==> src/rtl/multicycle_control_if.sv <==
// Control bundle between the multicycle MIPS main FSM (master) and the datapath (slave).
// The datapath side supplies the opcode and memory handshake; the FSM drives every select and enable.
interface multicycle_control_if;
    logic [5:0] op;
    logic       mem_ready;
    logic       pcwrite;
    logic       pcwritecond;
    logic       iord;
    logic       memread;
    logic       memwrite;
    logic       memtoreg;
    logic       irwrite;
    logic       regdst;
    logic       regwrite;
    logic       ULAsrcA;
    logic [1:0] ULAsrcB;
    logic [1:0] ULAop;
    logic [1:0] pcsource;
    logic       illegal_op;
    logic [3:0] state;

    modport master (
        input  op, mem_ready,
        output pcwrite, pcwritecond, iord, memread, memwrite, memtoreg, irwrite,
               regdst, regwrite, ULAsrcA, ULAsrcB, ULAop, pcsource, illegal_op, state
    );

    modport slave (
        output op, mem_ready,
        input  pcwrite, pcwritecond, iord, memread, memwrite, memtoreg, irwrite,
               regdst, regwrite, ULAsrcA, ULAsrcB, ULAop, pcsource, illegal_op, state
    );
endinterface

==> src/rtl/multicycle_control.sv <==
// Main control FSM of the multicycle MIPS datapath: sequences fetch/decode/execute/memory/writeback
// for R-format, LW, SW, BEQ, ADDI and J, stalling on mem_ready during each memory access.
module multicycle_control (
    input  logic                 clk,
    input  logic                 reset,
    multicycle_control_if.master bus
);
    typedef enum logic [3:0] {
        FETCH   = 4'd0,
        DECODE  = 4'd1,
        MEMADR  = 4'd2,
        MEMRD   = 4'd3,
        MEMWB   = 4'd4,
        MEMWR   = 4'd5,
        EXECUTE = 4'd6,
        ALUWB   = 4'd7,
        BRANCH  = 4'd8,
        ADDIEX  = 4'd9,
        ADDIWB  = 4'd10,
        JUMP    = 4'd11
    } state_t;

    localparam logic [5:0] OP_R_FORMAT = 6'b000000;
    localparam logic [5:0] OP_LW       = 6'b100011;
    localparam logic [5:0] OP_SW       = 6'b101011;
    localparam logic [5:0] OP_BEQ      = 6'b000100;
    localparam logic [5:0] OP_ADDI     = 6'b001000;
    localparam logic [5:0] OP_J        = 6'b000010;

    state_t     state_q, state_d;
    logic       pcwrite, pcwritecond, iord, memread, memwrite, memtoreg;
    logic       irwrite, regdst, regwrite, ula_src_a, illegal_op;
    logic [1:0] ula_src_b, ula_op, pcsource;

    // NOTE: sequential state uses non-blocking (<=) so every flop samples pre-edge values.
    always_ff @(posedge clk) begin
        if (reset) state_q <= FETCH;
        else       state_q <= state_d;
    end

    always_comb begin
        // NOTE: every output gets a default before the case so no path can infer a latch.
        state_d     = state_q;
        pcwrite     = 1'b0;
        pcwritecond = 1'b0;
        iord        = 1'b0;
        memread     = 1'b0;
        memwrite    = 1'b0;
        memtoreg    = 1'b0;
        irwrite     = 1'b0;
        regdst      = 1'b0;
        regwrite    = 1'b0;
        ula_src_a   = 1'b0;
        ula_src_b   = 2'b00;
        ula_op      = 2'b00;
        pcsource    = 2'b00;
        illegal_op  = 1'b0;

        case (state_q)
            FETCH: begin
                memread   = 1'b1;
                ula_src_b = 2'b01;
                // PC+4 and IR load commit only on the cycle the read completes.
                irwrite   = bus.mem_ready;
                pcwrite   = bus.mem_ready;
                if (bus.mem_ready) state_d = DECODE;
            end
            DECODE: begin
                ula_src_b = 2'b11;
                case (bus.op)
                    OP_LW, OP_SW: state_d = MEMADR;
                    OP_R_FORMAT:  state_d = EXECUTE;
                    OP_BEQ:       state_d = BRANCH;
                    OP_ADDI:      state_d = ADDIEX;
                    OP_J:         state_d = JUMP;
                    default: begin
                        state_d    = FETCH;
                        illegal_op = 1'b1;
                    end
                endcase
            end
            MEMADR: begin
                ula_src_a = 1'b1;
                ula_src_b = 2'b10;
                state_d   = (bus.op == OP_LW) ? MEMRD : MEMWR;
            end
            MEMRD: begin
                memread = 1'b1;
                iord    = 1'b1;
                if (bus.mem_ready) state_d = MEMWB;
            end
            MEMWB: begin
                regwrite = 1'b1;
                memtoreg = 1'b1;
                state_d  = FETCH;
            end
            MEMWR: begin
                memwrite = 1'b1;
                iord     = 1'b1;
                if (bus.mem_ready) state_d = FETCH;
            end
            EXECUTE: begin
                ula_src_a = 1'b1;
                ula_op    = 2'b10;
                state_d   = ALUWB;
            end
            ALUWB: begin
                regwrite = 1'b1;
                regdst   = 1'b1;
                state_d  = FETCH;
            end
            BRANCH: begin
                ula_src_a   = 1'b1;
                ula_op      = 2'b01;
                pcwritecond = 1'b1;
                pcsource    = 2'b01;
                state_d     = FETCH;
            end
            ADDIEX: begin
                ula_src_a = 1'b1;
                ula_src_b = 2'b10;
                state_d   = ADDIWB;
            end
            ADDIWB: begin
                regwrite = 1'b1;
                state_d  = FETCH;
            end
            JUMP: begin
                pcwrite  = 1'b1;
                pcsource = 2'b10;
                state_d  = FETCH;
            end
            default: state_d = FETCH;
        endcase

        // Reset silences every enable so an aborted instruction leaves no side effect.
        if (reset) begin
            pcwrite     = 1'b0;
            pcwritecond = 1'b0;
            iord        = 1'b0;
            memread     = 1'b0;
            memwrite    = 1'b0;
            memtoreg    = 1'b0;
            irwrite     = 1'b0;
            regdst      = 1'b0;
            regwrite    = 1'b0;
            ula_src_a   = 1'b0;
            ula_src_b   = 2'b00;
            ula_op      = 2'b00;
            pcsource    = 2'b00;
            illegal_op  = 1'b0;
        end
    end

    assign bus.pcwrite     = pcwrite;
    assign bus.pcwritecond = pcwritecond;
    assign bus.iord        = iord;
    assign bus.memread     = memread;
    assign bus.memwrite    = memwrite;
    assign bus.memtoreg    = memtoreg;
    assign bus.irwrite     = irwrite;
    assign bus.regdst      = regdst;
    assign bus.regwrite    = regwrite;
    assign bus.ULAsrcA     = ula_src_a;
    assign bus.ULAsrcB     = ula_src_b;
    assign bus.ULAop       = ula_op;
    assign bus.pcsource    = pcsource;
    assign bus.illegal_op  = illegal_op;
    assign bus.state       = reset ? 4'd0 : state_q;
endmodule

==> src/flat_wrapper.sv <==
// flat-port wrapper written by rule: the top's interface ports become plain ports
module multicycle_control_flat 
  (clk, reset, bus_op, bus_mem_ready, bus_pcwrite, bus_pcwritecond, bus_iord, bus_memread, bus_memwrite, bus_memtoreg, bus_irwrite, bus_regdst, bus_regwrite, bus_ULAsrcA, bus_ULAsrcB, bus_ULAop, bus_pcsource, bus_illegal_op, bus_state);
  multicycle_control_if bus_i ();
  input  logic clk;
  input  logic reset;
  input wire logic [$bits(bus_i.op)-1:0] bus_op;
  input wire logic [$bits(bus_i.mem_ready)-1:0] bus_mem_ready;
  output wire logic [$bits(bus_i.pcwrite)-1:0] bus_pcwrite;
  output wire logic [$bits(bus_i.pcwritecond)-1:0] bus_pcwritecond;
  output wire logic [$bits(bus_i.iord)-1:0] bus_iord;
  output wire logic [$bits(bus_i.memread)-1:0] bus_memread;
  output wire logic [$bits(bus_i.memwrite)-1:0] bus_memwrite;
  output wire logic [$bits(bus_i.memtoreg)-1:0] bus_memtoreg;
  output wire logic [$bits(bus_i.irwrite)-1:0] bus_irwrite;
  output wire logic [$bits(bus_i.regdst)-1:0] bus_regdst;
  output wire logic [$bits(bus_i.regwrite)-1:0] bus_regwrite;
  output wire logic [$bits(bus_i.ULAsrcA)-1:0] bus_ULAsrcA;
  output wire logic [$bits(bus_i.ULAsrcB)-1:0] bus_ULAsrcB;
  output wire logic [$bits(bus_i.ULAop)-1:0] bus_ULAop;
  output wire logic [$bits(bus_i.pcsource)-1:0] bus_pcsource;
  output wire logic [$bits(bus_i.illegal_op)-1:0] bus_illegal_op;
  output wire logic [$bits(bus_i.state)-1:0] bus_state;
  assign bus_i.op = bus_op;
  assign bus_i.mem_ready = bus_mem_ready;
  assign bus_pcwrite = bus_i.pcwrite;
  assign bus_pcwritecond = bus_i.pcwritecond;
  assign bus_iord = bus_i.iord;
  assign bus_memread = bus_i.memread;
  assign bus_memwrite = bus_i.memwrite;
  assign bus_memtoreg = bus_i.memtoreg;
  assign bus_irwrite = bus_i.irwrite;
  assign bus_regdst = bus_i.regdst;
  assign bus_regwrite = bus_i.regwrite;
  assign bus_ULAsrcA = bus_i.ULAsrcA;
  assign bus_ULAsrcB = bus_i.ULAsrcB;
  assign bus_ULAop = bus_i.ULAop;
  assign bus_pcsource = bus_i.pcsource;
  assign bus_illegal_op = bus_i.illegal_op;
  assign bus_state = bus_i.state;
  multicycle_control u_core (.clk(clk), .reset(reset), .bus(bus_i));
endmodule
==> config.mk <==
export PLATFORM = sky130hd
export DESIGN_NAME = multicycle_control_flat
export DESIGN_NICKNAME = d
export VERILOG_FILES = /design/src/rtl/multicycle_control_if.sv /design/src/rtl/multicycle_control.sv /design/src/flat_wrapper.sv
export SDC_FILE = /design/constraint.sdc
export NUM_CORES = 1
export LEC_CHECK = 0
export CAP_MARGIN = 20
export CORE_UTILIZATION = 35
export CTS_BUF_LIST = sky130_fd_sc_hd__clkbuf_4 sky130_fd_sc_hd__clkbuf_8
export DETAILED_ROUTE_END_ITERATION = 10
export PLACE_DENSITY_LB_ADDON = 0.05
export SYNTH_ARGS = -nofsm -noshare
export SYNTH_HDL_FRONTEND = slang
export SYNTH_SLANG_ARGS = --single-unit
==> constraint.sdc <==
create_clock -name clk -period 1.2 [get_ports clk]
set_input_delay 0.24 -clock clk [delete_from_list [all_inputs] [get_ports clk]]
set_output_delay 0.24 -clock clk [all_outputs]
set_load 0.005 [all_outputs]
==> results of run 1 <==
logic make-up after synthesis:
kind of cell	Yosys count
buffers and inverters	12
DFF	4
AOI/OAI and AO/OA	22
xor gates and xnor gates	3
and+or+nand+nor	43
synth_stat cells, drive strengths merged:
library cell  count
o2bb2a            1
buf               5
and4              1
o211ai            1
dfxtp             4
nand2             4
a21oi             3
nor3              7
inv               5
and3              3
nor4              6
a211oi            1
nand2b            4
or2               1
xnor2             1
o22ai             1
nor2              9
or3               1
a221oi            1
nor3b             3
a31o              2
a2111oi           2
clkbuf            2
o21ai             7
nor4b             2
a21boi            1
xor2              2
nor2b             2
a22oi             1
o41ai             1
per-stage QoR:
step	std cells	util, %	worst slack, ps	hold slack, ps
after detailed placement	160	77.5	-977	643
after global placement	160	77.5	-926	635
after floorplan	84	-	-67.5	342
==> results.sh, run 1 <==
export IMPL_synthXorXnorAreaFrac_pct=4.38
export IMPL_io_buffers=29
export IMPL_postSynthCellCount=84
export IMPL_cts_root_buffer_cell="clkbuf_4"
export IMPL_dp_hpwl_um=1920
export IMPL_synthAdderAreaFrac_pct=0
export IMPL_cts_made_buffers=3
export IMPL_tool_error="[ERROR DPL-0038] Utilization greater than 100%, impossible to legalize"
export IMPL_synth_top_area_cell="dfxtp_1"
export IMPL_stop_stage="clock tree synthesis"
export IMPL_routabilityCongestion=1.00
export IMPL_dpl_cell_area_mm2=0.00121
export IMPL_clock_path_buffers=2
export IMPL_yosysWarnings=0
export IMPL_status="stopped before the end"
export IMPL_rows=14
export IMPL_post_cts_buffers=21
export IMPL_clock_sinks=4
export IMPL_die_x_um=43.4
export IMPL_synth_compound_area_share_pct=30.3
export IMPL_cts_resized=154
export IMPL_syn_num_nets=93
export IMPL_yosysUniqueCellTypes=37
export IMPL_synth_top_family_by_area="simple AND/OR/NAND/NOR gates"
export IMPL_cts_max_level=1
export IMPL_initial_core_util_pct=38.4
export IMPL_synth_seq_area_share_pct=13.4
export IMPL_muxShareOfSynthArea_pct=0
export IMPL_synth_seq_cells=4
export IMPL_synth_simple_area_share_pct=43.0
export IMPL_synth_area_um2=599
export IMPL_ctsHoldBuffers=0
export IMPL_synthTopCellsByArea="dfxtp_1, nor3_1, nor2_1"
export IMPL_pin_count=30
export IMPL_die_h_um=43.4
export IMPL_avgSynthCellArea_um2=7.13
export IMPL_synth_top_area_share_pct=13.4
==> run 2: changes to the inputs <==
CORE_AREA = 2 2 63 65   (was not set)
CORE_UTILIZATION = not set   (was 35)
CTS_BUF_LIST = not set   (was sky130_fd_sc_hd__clkbuf_4 sky130_fd_sc_hd__clkbuf_8)
DIE_AREA = 0 0 65 67   (was not set)
PLACE_DENSITY_LB_ADDON = 0.15   (was 0.05)
clock period = 1.6 ns   (was 1.2 ns; I/O delays follow)
==> results.sh, run 2 <==
export IMPL_vdd_drop_max_mv=0.263
export IMPL_clock_path_buffers=2
export IMPL_setup_worst_path_class="reg -> out"
export IMPL_avgSynthCellArea_um2=7.13
export IMPL_drt_wl_total_um=2710
export IMPL_cts_made_buffers=3
export IMPL_first_iter_violations=19
export IMPL_ys_top_cells_by_count="nor2_1, nor3_1, o21ai_0, nor4_1"
export IMPL_wl_per_cell_um=13.0
export IMPL_yosysUniqueCellTypes=37
export IMPL_io_buffers=29
export IMPL_clkTransAtPathRegs_ps=30
export IMPL_cp_startpoint="u_core.state_q[1]"
export IMPL_routabilityCongestion=0.794
export IMPL_finalInstanceArea_mm2=0.00149
export IMPL_async_flop_share_pct=0
export IMPL_top_register="u_core.state_q"
export IMPL_synth_seq_cells=4
export IMPL_synth_edf_count=0
export IMPL_power_density_mw_per_mm2=332
export IMPL_synthTopCellsByArea="dfxtp_1, nor3_1, nor2_1"
export IMPL_fillers=371
export IMPL_seqCellArea_um2=95.1
export IMPL_dp_slack_ps=-697
export IMPL_core_mm2=0.00361
export IMPL_worstPathMaxFanout=5
export IMPL_synth_top_area_cell="dfxtp_1"
export IMPL_rows=22
export IMPL_violations="setup timing"
export IMPL_final_min_clock_period_ps=1640
export IMPL_relSlewSlack_pct=80.3
export IMPL_grt_pass1_wl_um=4500
export IMPL_initial_core_util_pct=16.6
export IMPL_p_leak_nw=0.671
export IMPL_cp_end_kind="primary output"
export IMPL_ant_nets=0
export IMPL_synth_most_common_cell="nor2_1"
export IMPL_maxCapViolCount=0
export IMPL_multiInputGateArea_um2=632
export IMPL_final_common_cell="buf_4"
export IMPL_min_delay_path_class="reg -> reg"
export IMPL_dpl_cell_area_mm2=0.00118
export IMPL_synth_top_area_share_pct=13.4
export IMPL_clock_sinks=4
export IMPL_syn_num_nets=93
export IMPL_grt_max_degree=11
export IMPL_die_area_mm2=0.00436
export IMPL_clock_fmax_mhz=611
export IMPL_grt_total_usage_pct=13.2
export IMPL_min_delay_start="u_core.state_q[3]"
export IMPL_largest_reg_flops=4
export IMPL_grt_ovfl_total=0
export IMPL_maxSlewViolCount=0
export IMPL_vias=936
export IMPL_crit_arrival_ps=1320
export IMPL_min_period_over_period_pct=102
export IMPL_synth_ff_type="dfxtp_1"
export IMPL_pin_count=30
export IMPL_rsz0062_at_grt="true"
export IMPL_timing_hold_violations_final=0
export IMPL_vias_per_cell=4.48
export IMPL_cp_start_kind="flop"
export IMPL_holdWs_ps=607
export IMPL_worstMarginPinSlew_ps=292
export IMPL_postLayoutCoreUtil_pct=41.4
export IMPL_insertion_delay_ps=210
export IMPL_dr_pass1_iters=4
export IMPL_layout_common_cells="buf_4, buf_2, buf_6"
export IMPL_die_x_um=65
export IMPL_status="finished, violations left"
export IMPL_crit_required_ps=1280
export IMPL_fin_ws_ps=-38.0
export IMPL_r2r_start="u_core.state_q[0]"
export IMPL_antenna_cells=0
export IMPL_antenna_found_initial=0
export IMPL_grt_pass1_vias=919
export IMPL_synth_seq_area_share_pct=13.4
export IMPL_yosysWarnings=0
export IMPL_cts_tree="yes"
export IMPL_setup_viol_count_final=6
export IMPL_cts_max_level=1
export IMPL_finClkSkew_ps=1.89
export IMPL_post_route_drc_count=0
export IMPL_postSynthCellCount=84
export IMPL_drive_above_1_share_pct=68.3
export IMPL_dp_hpwl_um=1940
export IMPL_die_h_um=67
export IMPL_cts_root_buffer_cell="clkbuf_8"
export IMPL_top_regs="u_core.state_q (4)"
export IMPL_final_nets=172
export IMPL_area_growth_pct=149
export IMPL_total_power_mw=0.495
export IMPL_synth_area_um2=599
## run 2: final cells by class
class	instances	area share (%)
multi-input combinational	68	42.4
clock buffer	3	2.77
sequential	4	6.38
timing repair buffer	81	43.2
inverter	5	1.26
tap	48	4.03
## run 2: worst max-delay path: stages, from the launching register on
cell     delay [ps]
dfxtp_4         370
buf_8           130
nor2b_4         120
and3_4          150
or2_1           210
buf_2           120
## run 2: repair_timing
action / in CTS / in global routing
resized for setup: 113 / 29
pin swaps: 12 / 13
endpoints found under the setup margin: 24 / 17
setup buffers: 9 / 9
hold buffers: 0 / 0
## run 2: per-layer routing
metal | vias to the layer above | part of all wire, % | GRT usage [%]
met3 | 0 | 4.0 | 2.03
met2 | 22 | 55 | 24.1
met4 | 0 | 0 | 4.52
met1 | 446 | 41 | 15.7
met5 | - | 0 | 0
li1 | 468 | - | -
## run 2: kinds of logic (layout without fill, tap and decap cells)
logic type / after synthesis / after routing / synth area share, %
flops: 4 / 4 / 13.4
simple gates: 43 / 43 / 43.0
xor+xnor: 3 / 3 / 4.38
compound gates: 22 / 22 / 30.3
buf+inv: 12 / 89 / 8.98
## run 2: final timing paths
path | slack (ps) | cells past startpoint | endpoint
setup / recovery | -40 | 5 | bus_pcwrite
hold / removal | 610 | 2 | u_core.state_q[0]
setup reg to reg | 50 | 6 | u_core.state_q[2]
hold reg to reg | 610 | 2 | u_core.state_q[0]
## run 2: report_power, final
part	internal (mW)	leakage, nW	switching (mW)
clock network	0.160	0.0216	0.0489
registers	0.0971	0.0355	0.00388
logic	0.0999	0.614	0.0852
total	0.357	0.671	0.138
## run 2: per-stage QoR
| step | setup TNS (ps) | std cells |
|---|---|---|
| after floorplan | 0 | 84 |
| after global routing | -729 | 209 |
| after global placement | -11300 | 190 |
| final | -112 | 209 |
| after detailed placement | -11680 | 190 |
| after CTS | -362 | 202 |
(Power assumes the default switching activity.)
